===== src/rtl/tx3tx3tx3trl_pkg.sv =====
// Shared types and helpers for the s-box round engine: FSM state, majority,
// the 3x3 s-box, and default parameter values.
package tx3tx3tx3trl_pkg;

    typedef enum logic [1:0] {
        IDLE = 2'd0,
        RUN  = 2'd1,
        DONE = 2'd2
    } state_t;

    localparam int DEF_DATA_WIDTH = 48;
    localparam int DEF_MAX_ROUNDS = 16;
    localparam int DEF_ROT        = 1;

    function automatic logic maj(input logic x, input logic y, input logic z);
        return (x & y) | (x & z) | (y & z);
    endfunction

    // Group bit 0 is a, bit 1 is b, bit 2 is c; the result uses the same ordering.
    function automatic logic [2:0] sbox3(input logic [2:0] g);
        logic a;
        logic b;
        logic c;
        a = g[0];
        b = g[1];
        c = g[2];
        return {maj(~a, b, ~c), maj(a, b, ~c), maj(~a, b, c)};
    endfunction

endpackage


===== src/rtl/sbox_round.sv =====
// One combinational permutation round: s-box layer (tail bits pass through),
// rotation toward lower indices, then XOR with key and zero-extended round index.
module sbox_round
    import tx3tx3tx3trl_pkg::*;
#(
    parameter int DATA_WIDTH = DEF_DATA_WIDTH,
    parameter int ROT        = DEF_ROT,
    parameter int RCW        = $clog2(DEF_MAX_ROUNDS + 1)
) (
    input  logic [DATA_WIDTH-1:0] state,
    input  logic [DATA_WIDTH-1:0] key,
    input  logic [RCW-1:0]        round_idx,
    output logic [DATA_WIDTH-1:0] next_state
);

    localparam int GROUPS = DATA_WIDTH / 3;

    logic [DATA_WIDTH-1:0] sub;
    logic [DATA_WIDTH-1:0] rot;
    logic [DATA_WIDTH-1:0] rc;

    always_comb begin
        sub = state;
        for (int g = 0; g < GROUPS; g++) begin
            sub[3*g +: 3] = sbox3(state[3*g +: 3]);
        end
    end

    // rot[j] = sub[(j + ROT) mod DATA_WIDTH]
    always_comb begin
        if (ROT == 0) begin
            rot = sub;
        end else begin
            rot = (sub >> ROT) | (sub << (DATA_WIDTH - ROT));
        end
    end

    assign rc         = DATA_WIDTH'(round_idx);
    assign next_state = rot ^ key ^ rc;

endmodule


===== src/rtl/sbox_round_engine.sv =====
// Iterative multi-round s-box permutation engine with valid/ready ports.
// Define SBOX_ROUND_ENGINE_UNROLL2_EN to apply two chained rounds per RUN cycle.
module sbox_round_engine
    import tx3tx3tx3trl_pkg::*;
#(
    parameter int DATA_WIDTH = DEF_DATA_WIDTH,
    parameter int MAX_ROUNDS = DEF_MAX_ROUNDS,
    parameter int ROT        = DEF_ROT,
    parameter int RCW        = $clog2(MAX_ROUNDS + 1)
) (
    input  logic                  clk_i,
    input  logic                  rst_ni,
    input  logic                  in_valid_i,
    output logic                  in_ready_o,
    input  logic [DATA_WIDTH-1:0] data_i,
    input  logic [DATA_WIDTH-1:0] key_i,
    input  logic [RCW-1:0]        rounds_i,
    output logic                  out_valid_o,
    input  logic                  out_ready_i,
    output logic [DATA_WIDTH-1:0] data_o,
    output logic                  busy_o
);

    localparam logic [RCW-1:0] MAX_R = RCW'(MAX_ROUNDS);

    state_t                state_q;
    state_t                state_d;
    logic [DATA_WIDTH-1:0] data_q;
    logic [DATA_WIDTH-1:0] key_q;
    logic [RCW-1:0]        rounds_q;
    logic [RCW-1:0]        cnt_q;

    logic [RCW-1:0]        eff_rounds;
    logic                  accept;
    logic                  last_step;
    logic [DATA_WIDTH-1:0] step_data;
    logic [RCW-1:0]        cnt_next;
    logic [DATA_WIDTH-1:0] round0;

    assign eff_rounds = (rounds_i > MAX_R) ? MAX_R : rounds_i;
    assign accept     = (state_q == IDLE) && in_valid_i;

    sbox_round #(
        .DATA_WIDTH (DATA_WIDTH),
        .ROT        (ROT),
        .RCW        (RCW)
    ) u_round0 (
        .state      (data_q),
        .key        (key_q),
        .round_idx  (cnt_q),
        .next_state (round0)
    );

`ifdef SBOX_ROUND_ENGINE_UNROLL2_EN
    localparam int CW = RCW + 1;

    logic [DATA_WIDTH-1:0] round1;
    logic                  one_left;
    logic                  two_left;

    sbox_round #(
        .DATA_WIDTH (DATA_WIDTH),
        .ROT        (ROT),
        .RCW        (RCW)
    ) u_round1 (
        .state      (round0),
        .key        (key_q),
        .round_idx  (cnt_q + RCW'(1)),
        .next_state (round1)
    );

    // An odd round count finishes with a single round on the last cycle.
    assign one_left  = ({1'b0, cnt_q} + CW'(1)) == {1'b0, rounds_q};
    assign two_left  = ({1'b0, cnt_q} + CW'(2)) == {1'b0, rounds_q};
    assign last_step = one_left || two_left;
    assign step_data = one_left ? round0 : round1;
    assign cnt_next  = cnt_q + RCW'(2);
`else
    assign last_step = (cnt_q == (rounds_q - RCW'(1)));
    assign step_data = round0;
    assign cnt_next  = cnt_q + RCW'(1);
`endif

    always_ff @(posedge clk_i or negedge rst_ni) begin
        if (!rst_ni) begin
            state_q <= IDLE;
        end else begin
            state_q <= state_d;
        end
    end

    always_comb begin
        state_d = state_q;
        case (state_q)
            IDLE: if (in_valid_i) state_d = (eff_rounds == '0) ? DONE : RUN;
            RUN:  if (last_step) state_d = DONE;
            DONE: if (out_ready_i) state_d = IDLE;
            default: state_d = IDLE;
        endcase
    end

    always_comb begin
        in_ready_o  = (state_q == IDLE);
        out_valid_o = (state_q == DONE);
        busy_o      = (state_q != IDLE);
        data_o      = (state_q == DONE) ? data_q : '0;
    end

    // Operands are captured once at acceptance; later input changes are ignored.
    always_ff @(posedge clk_i or negedge rst_ni) begin
        if (!rst_ni) begin
            data_q   <= '0;
            key_q    <= '0;
            rounds_q <= '0;
            cnt_q    <= '0;
        end else if (accept) begin
            data_q   <= data_i;
            key_q    <= key_i;
            rounds_q <= eff_rounds;
            cnt_q    <= '0;
        end else if (state_q == RUN) begin
            data_q   <= step_data;
            cnt_q    <= cnt_next;
        end
    end

endmodule


===== config.mk =====
export PLATFORM = sky130hd
export DESIGN_NAME = sbox_round_engine
export DESIGN_NICKNAME = d
export VERILOG_FILES = /design/src/rtl/tx3tx3tx3trl_pkg.sv /design/src/rtl/sbox_round.sv /design/src/rtl/sbox_round_engine.sv
export SDC_FILE = /design/constraint.sdc
export NUM_CORES = 1
export LEC_CHECK = 0
export BUFFER_PORTS_ARGS = -buffer_cell sky130_fd_sc_hd__buf_2
export CAP_MARGIN = 15
export CELL_PAD_IN_SITES_DETAIL_PLACEMENT = 0
export CELL_PAD_IN_SITES_GLOBAL_PLACEMENT = 1
export CORE_AREA = 2 2 135 137
export DETAILED_ROUTE_END_ITERATION = 10
export DIE_AREA = 0 0 137 139
export GPL_TIMING_DRIVEN = 1
export PLACE_DENSITY = 0.81
export SLEW_MARGIN = 10
export SYNTH_ARGS = -nofsm -noshare
export SYNTH_HDL_FRONTEND = slang
export SYNTH_SLANG_ARGS = --single-unit

===== constraint.sdc =====
create_clock -name clk_i -period 1.9 [get_ports clk_i]
set_clock_uncertainty 0.1 [all_clocks]
set_input_delay 0.19 -clock clk_i [delete_from_list [all_inputs] [get_ports clk_i]]
set_output_delay 0.19 -clock clk_i [all_outputs]
set_load 0.02 [all_outputs]

==> results of run 1 <==
==> registers in the layout (all words and copies together) (netlist names) <==
signal	count
data_q	48
rounds_q	5
key_q	48
cnt_q	5
state_q	2
==> area by class of cell <==
cell class	instances	area (µm²)
tap	229	287
fill	1689	8210
sequential	108	2700
multi-input combinational	653	3880
inverter	21	78.8
clock buffer	11	243
clock inverter	4	97.6
timing repair buffer	278	2160
==> cell families (layout without fill, tap and decap cells) <==
| logic type | after synthesis | count (layout) | synth area share (%) |
|---|---|---|---|
| AO/OA/AOI/OAI | 266 | 266 | 27.9 |
| adder cells (fa/ha/maj) | 4 | 4 | 0.631 |
| buffers and inverters | 100 | 314 | 8.03 |
| XOR/XNOR | 15 | 15 | 1.84 |
| multiplexers | 1 | 1 | 0.140 |
| AND/OR/NAND/NOR | 367 | 367 | 23.6 |
| flip-flops | 108 | 108 | 37.9 |
==> power groups by stage <==
stage / registers (mW) / clock network (mW) / logic (mW)
final: 5.35 / 2.18 / 8.47
after CTS: 5.33 / 2.24 / 8.51
after global placement: 5.36 / 0 / 8.14
after global routing: 5.61 / 2.32 / 9.57
after detailed placement: 5.37 / 0 / 8.29
after floorplan: 4.23 / 0 / 7.82
==> synth_stat cells (6+ instances only) <==
cell,count,area [µm²]
xnor2_1,8,70.1
o31ai_2,7,87.6
a31oi_1,6,37.5
a2bb2oi_2,13,195
or3_1,13,81.3
buf_2,37,185
clkbuf_4,10,75.1
a21oi_2,13,114
a21oi_1,48,240
buf_6,8,90.1
o21bai_1,14,105
o2bb2ai_1,26,228
o31ai_1,6,45.0
and2_1,50,313
o21ai_0,69,345
inv_1,21,78.8
clkbuf_1,15,56.3
nand3_1,14,70.1
a21boi_0,12,90.1
o22a_1,13,114
nand2_1,191,717
nor3_1,16,80.1
buf_4,7,52.6
o221ai_2,13,195
nor2_1,54,203
xor2_1,7,61.3
nor3b_1,13,97.6
dfrtp_1,108,2700
==> worst max-delay path, delay by kind of cell (launching register included) <==
| kind | cells | cell delay, ns |
|---|---|---|
| and+or+nand+nor | 2 | 0.46 |
| DFF | 1 | 0.43 |
| buffers and inverters | 2 | 0.33 |
==> cells in the final DEF (no fill, tap or decap), types with 14 or more instances in the layout <==
master	Yosys	final
buf_2	37	138
nand2_1	191	190
and2_1	50	47
inv_1	21	21
nor3_1	16	16
nor2_1	54	54
dfrtp_1	108	108
o21ai_0	69	69
o2bb2ai_1	26	26
dlygate4sd3_1	0	101
a21oi_1	48	48
o21bai_1	14	14
nand3_1	14	14
buf_4	7	26
==> path summary, 6_finish.rpt <==
check | cells past startpoint | to | slack [ns]
min in group asynchronous | 2 | key_q[7] | 0.24
setup / recovery | 4 | data_o[5] | 0.05
hold reg to reg | 2 | key_q[1] | 0.40
setup reg to reg | 6 | data_q[16] | 0.21
max in group asynchronous | 3 | data_q[28] | 0.84
hold / removal | 3 | data_q[45] | 0.04
==> per-stage QoR <==
step                      total power [mW]  utilization (%)  area, µm²  setup WS (ns)  hold WS [ns]
final                                 16.0             53.5       9450         0.0478        0.0435
after global routing                  17.5             53.5       9450        -0.0231        0.0458
after CTS                             16.1             53.2       9400         0.0132        0.0397
after detailed placement              13.7             45.5       8040          0.239        0.0765
after global placement                13.5             45.5       8040          0.249        0.0725
after floorplan                       12.0                -       7140          0.173        -0.206
==> per-layer routing <==
layer | vias up | routed length [µm]
li1 | 3398 | -
met1 | 3206 | 9010
met2 | 108 | 8670
met3 | 18 | 487
met4 | 0 | 341
met5 | - | 0
==> what timing repair did <==
item / in CTS / in global routing
hold endpoints to repair: 129 / 0
setup endpoints to repair: 24 / 35
gates resized for setup: 3 / 20
setup buffers: 0 / 0
pin swaps: 0 / 0
hold buffers: 101 / 0
==> reports/results.ini, run 1 <==
[outcome]
status=finished, final reports clean

[critical_path]
cp-start-kind=flop
cp.arrival_ns=1.56
slowest_delay_ns=0.43
crit_fanout=24
cp_cell_sequence=and2b_2 > buf_12 > and2_1 > buf_2
crit_slowest_cell=dfrtp_1
cp-startpoint=state_q[0]
cp.required_ns=1.61
r2r_start=state_q[0]
path_class=flop to output port
end_kind=output port

[layout]
diodes=0
area_delta_synth_final_pct=32.3
nets=1178
drive_above_1_share_pct=22.9
layout.cells.non_filler=1304

[sta]
setup_tns_ns=0
rsz0062_at_grt=yes
hold_viol_final=0
slew_viol_final=0
timing.slew.headroom_pct=68.9
finalSetupViolCount=0
tightestPinTransition_ns=0.466
finalCriticalPeriod_ns=1.85
fmax_mhz=540
timing.final.crit_share_pct=97.5

[place]
place_inst=1188
io_buffers=155
place_congestion=0.795
hpwl_um=12400

[global_route]
top_usage_layer=met2
grt_use_met1_pct=27.1
grt_max_degree=47
grt_pass1_vias=6264
antenna_found_initial=0
grt_pass1_wl_um=30400
met3_usage_pct=1.94
track_usage_pct=19.6
gr-total-overflow=0
grt_util_met2_pct=32.1

[synthesis]
synth_warnings=0
async_reset_ff_share_pct=100
synthFlopType=dfrtp_1
ys_ff_latch=108
seq_area_frac_synth_pct=37.9
syn_area_per_cell_um2=8.29
netlist_instances=861
syn_nets=968
netlist_area_um2=7140
synthDistinctLibCells=54
synth-edff-count=0

[drt]
firstDrtPassIters=4
ant_nets=0
via_count=6730
drt_iter0_drc=344
finalWirelength_um=18500
via_per_inst=5.16
wl_per_cell_um=14.2
drc=0

[clock_tree]
clock_sinks=108
clk_path_buf_depth=2
cts_root_buffer=clkbuf_16
cts_tree=done
clk_pin_slew_ns=0.07
clk_latency_ns=0.35
htree_levels=3
cts_buffers=9

[power_and_ir_drop]
pwr-share-clk_pct=13.6
p_sw_share_pct=43.9
vdd_drop_max_uv=776
p_seq_share_pct=33.4
switchingPower_mw=7.02
p_leak_nw=4.34
p_int_mw=8.97
power-per-cell-area_nw_per_um2=1690
pwr-share-comb_pct=52.9

[worst_hold_path]
hold_path_class=input pin to flop
hp-start=data_i[45]

[run]
drv_cap=0

[floorplan]
fp.dieH_um=139
num_rows=49
pin_count=156
die_area_um2=19000
core_um2=17700
die_x_um=137
start_util_pct=40.4

Power figures use the tool's default switching activity.
==> inputs of run 2 (changes only) <==
- CELL_PAD_IN_SITES_DETAIL_PLACEMENT: 0 -> 1
- CELL_PAD_IN_SITES_GLOBAL_PLACEMENT: 1 -> 2
- CORE_AREA: 2 2 135 137 -> 2 2 153 155
- DIE_AREA: 0 0 137 139 -> 0 0 155 157
- PLACE_DENSITY: 0.81 -> 0.79
==> run 2 against run 1 <==
  * Cell count up 4.1%
  * Sequential power up 2%
  * Combinational power up 2%
  * Clock power down 11%
  * Via count up 3.2%
  * Global-route usage down 1.4 points
==> reports/results.ini, run 2 (synthesized netlist as in run 1, its figures left out) <==
[critical_path]
path_class=flop to output port
cp.arrival_ns=1.57  ; about the same
timing.rr.end=data_q[22]
end_kind=output port
r2r_start=state_q[0]
crit_fanout=21  ; -13%
cp.required_ns=1.61  ; about the same
r2r_setup_slack_ns=0.10  ; -0.11 ns
cp-start-kind=flop
r2r_cells=6  ; unchanged

[layout]
seq_area_um2=2700  ; unchanged
area_delta_synth_final_pct=34.3
layout.cells.non_filler=1358  ; +4.1%
nets=1176  ; -0.17%
drive_above_1_share_pct=23.1  ; +0.23 points
diodes=0  ; unchanged
mostFrequentLayoutCells=nand2_1 (190), buf_2 (112), dfrtp_1 (108)
final.fill_count=2667  ; +58%
final_common_cell=nand2_1
top_regs=data_q x48, key_q x48
multi_input_area_um2=3890  ; +0.39%

[drt]
wl_per_cell_um=16.2  ; +14%
via_per_inst=5.11  ; -0.91%
drc=0  ; unchanged
ant_nets=0  ; unchanged
finalWirelength_um=22100  ; +19%
via_count=6945  ; +3.2%
drt_iter0_drc=228  ; -34%
firstDrtPassIters=4  ; unchanged

[global_route]
track_usage_pct=18.2  ; -1.4 points
gr-total-overflow=0  ; unchanged
grt_pass1_vias=7079  ; +13%
antenna_found_initial=1  ; +1
grt_max_degree=64  ; +36%
grt_util_met2_pct=31.0  ; -1.1 points
met3_usage_pct=2.75  ; +0.82 points
top_usage_layer=met2
grt_use_met1_pct=23.8  ; -3.3 points
grt_pass1_wl_um=35700  ; +17%

[sta]
worst_slack_ns=0.0371  ; -0.0107 ns
timing.final.crit_share_pct=98.0  ; +0.56 points
timing.slew.headroom_pct=58.0  ; -11 points
finalCriticalPeriod_ns=1.86  ; +0.0107 ns
setup_tns_ns=0  ; unchanged
fmax_mhz=537  ; -0.58%
hold_viol_final=0  ; unchanged
tightestPinTransition_ns=0.629  ; +0.163 ns
hold_ws_ns=0.128  ; +0.0842 ns
rsz0062_at_grt=yes
finalSetupViolCount=0  ; unchanged
slew_viol_final=0  ; unchanged

[clock_tree]
clk_path_buf_depth=2  ; unchanged
cts_buffers=9  ; unchanged
clk_latency_ns=0.36  ; about the same
clock_sinks=108  ; unchanged
htree_levels=3  ; unchanged
cts_root_buffer=clkbuf_16
clk_pin_slew_ns=0.08  ; about the same
cts_tree=done

[floorplan]
pin_count=156  ; unchanged
die_area_um2=24300  ; +28%
core_um2=22500  ; +27%
fp.dieH_um=157  ; +13%
num_rows=55  ; +12%
start_util_pct=31.7  ; -8.7 points
die_x_um=155  ; +13%

[outcome]
status=finished, final reports clean

[place]
dp_slack_ns=0.177  ; -0.0620 ns
place_congestion=0.760  ; -4.4%
hpwl_um=13900  ; +12%
place_inst=1239  ; +4.3%
io_buffers=155  ; unchanged

[run]
drv_cap=0  ; unchanged

[worst_hold_path]
hold_path_class=input pin to flop
hp-start=out_ready_i
worstHoldEndpoint=state_q[1]
hold_path_depth=4  ; +1

[power_and_ir_drop]
power.total_mw=16.1  ; +0.50%
power-per-cell-area_nw_per_um2=1680  ; -1.0%
vdd_drop_max_uv=1070  ; +37%
p_leak_nw=4.31  ; -0.62%

==> run 2: cell count changes in the layout (fill, tap and decap cells not counted), moves of 3 or more <==
cell,previous run,this run
buf_2,138,112
buf_4,26,32
and2_4,3,6
buf_6,0,19
and2_1,47,44
buf_12,13,10
==> run 2: where the power goes <==
| group | leakage (nW) | internal, mW | total (mW) | switching, mW |
|---|---|---|---|---|
| Sequential | 1.31 | 3.48 | 5.47 | 1.99 |
| Combinational | 2.86 | 4.19 | 8.66 | 4.47 |
| Clock | 0.135 | 1.03 | 1.95 | 0.923 |
==> run 2: per-stage QoR <==
| stage | utilization, % | instance area (µm²) |
|---|---|---|
| after floorplan | - | 7140 |
| after global placement | 35.7 | 8040 |
| after detailed placement | 35.7 | 8040 |
| after CTS | 41.8 | 9410 |
| after global routing | 42.6 | 9590 |
| final | 42.6 | 9590 |
==> run 2: worst max-delay path, stage by stage, from the launching register on <==
cell and delay [ns]:
dfrtp_1 0.38, and2b_4 0.33, buf_12 0.19, and2_1 0.16, buf_4 0.14
==> run 2: worst max-delay path by stage <==
| stage | start | end | slack, ns |
|---|---|---|---|
| after floorplan | state_q[1] | key_q[10] | 0.17 |
| after global placement | state_q[0] | data_q[25] | 0.23 |
| after detailed placement | rounds_q[0] | state_q[1] | 0.18 |
| after CTS | state_q[0] | data_o[45] | -0.01 |
| after global routing | state_q[0] | data_o[15] | -0.06 |
| final | state_q[0] | data_o[16] | 0.04 |
==> run 2: what timing repair did <==
| item | CTS | global route |
|---|---|---|
| setup endpoints to repair | 41 | 58 |
| cloned | 1 | 0 |
| buffers inserted | 1 | 0 |
| hold buffers | 102 | 0 |
| pin swaps | 0 | 1 |
| resized for setup | 8 | 63 |
| endpoints found under the hold margin | 209 | 0 |
==> run 2: cell type report <==
class,instances,area share [%]
clock buffers,10,2.39
clock inverters,5,0.652
inverters,21,0.822
multi-input cells,653,40.6
flip-flops and latches,108,28.2
well taps,285,3.72
repair buffers,276,23.6
==> run 2: routing by layer <==
metal  wire, µm  share of wire [%]
met5         13              0.059
met4        434                2.0
met3        659                3.0
met2      10700                 48
met1      10300                 47
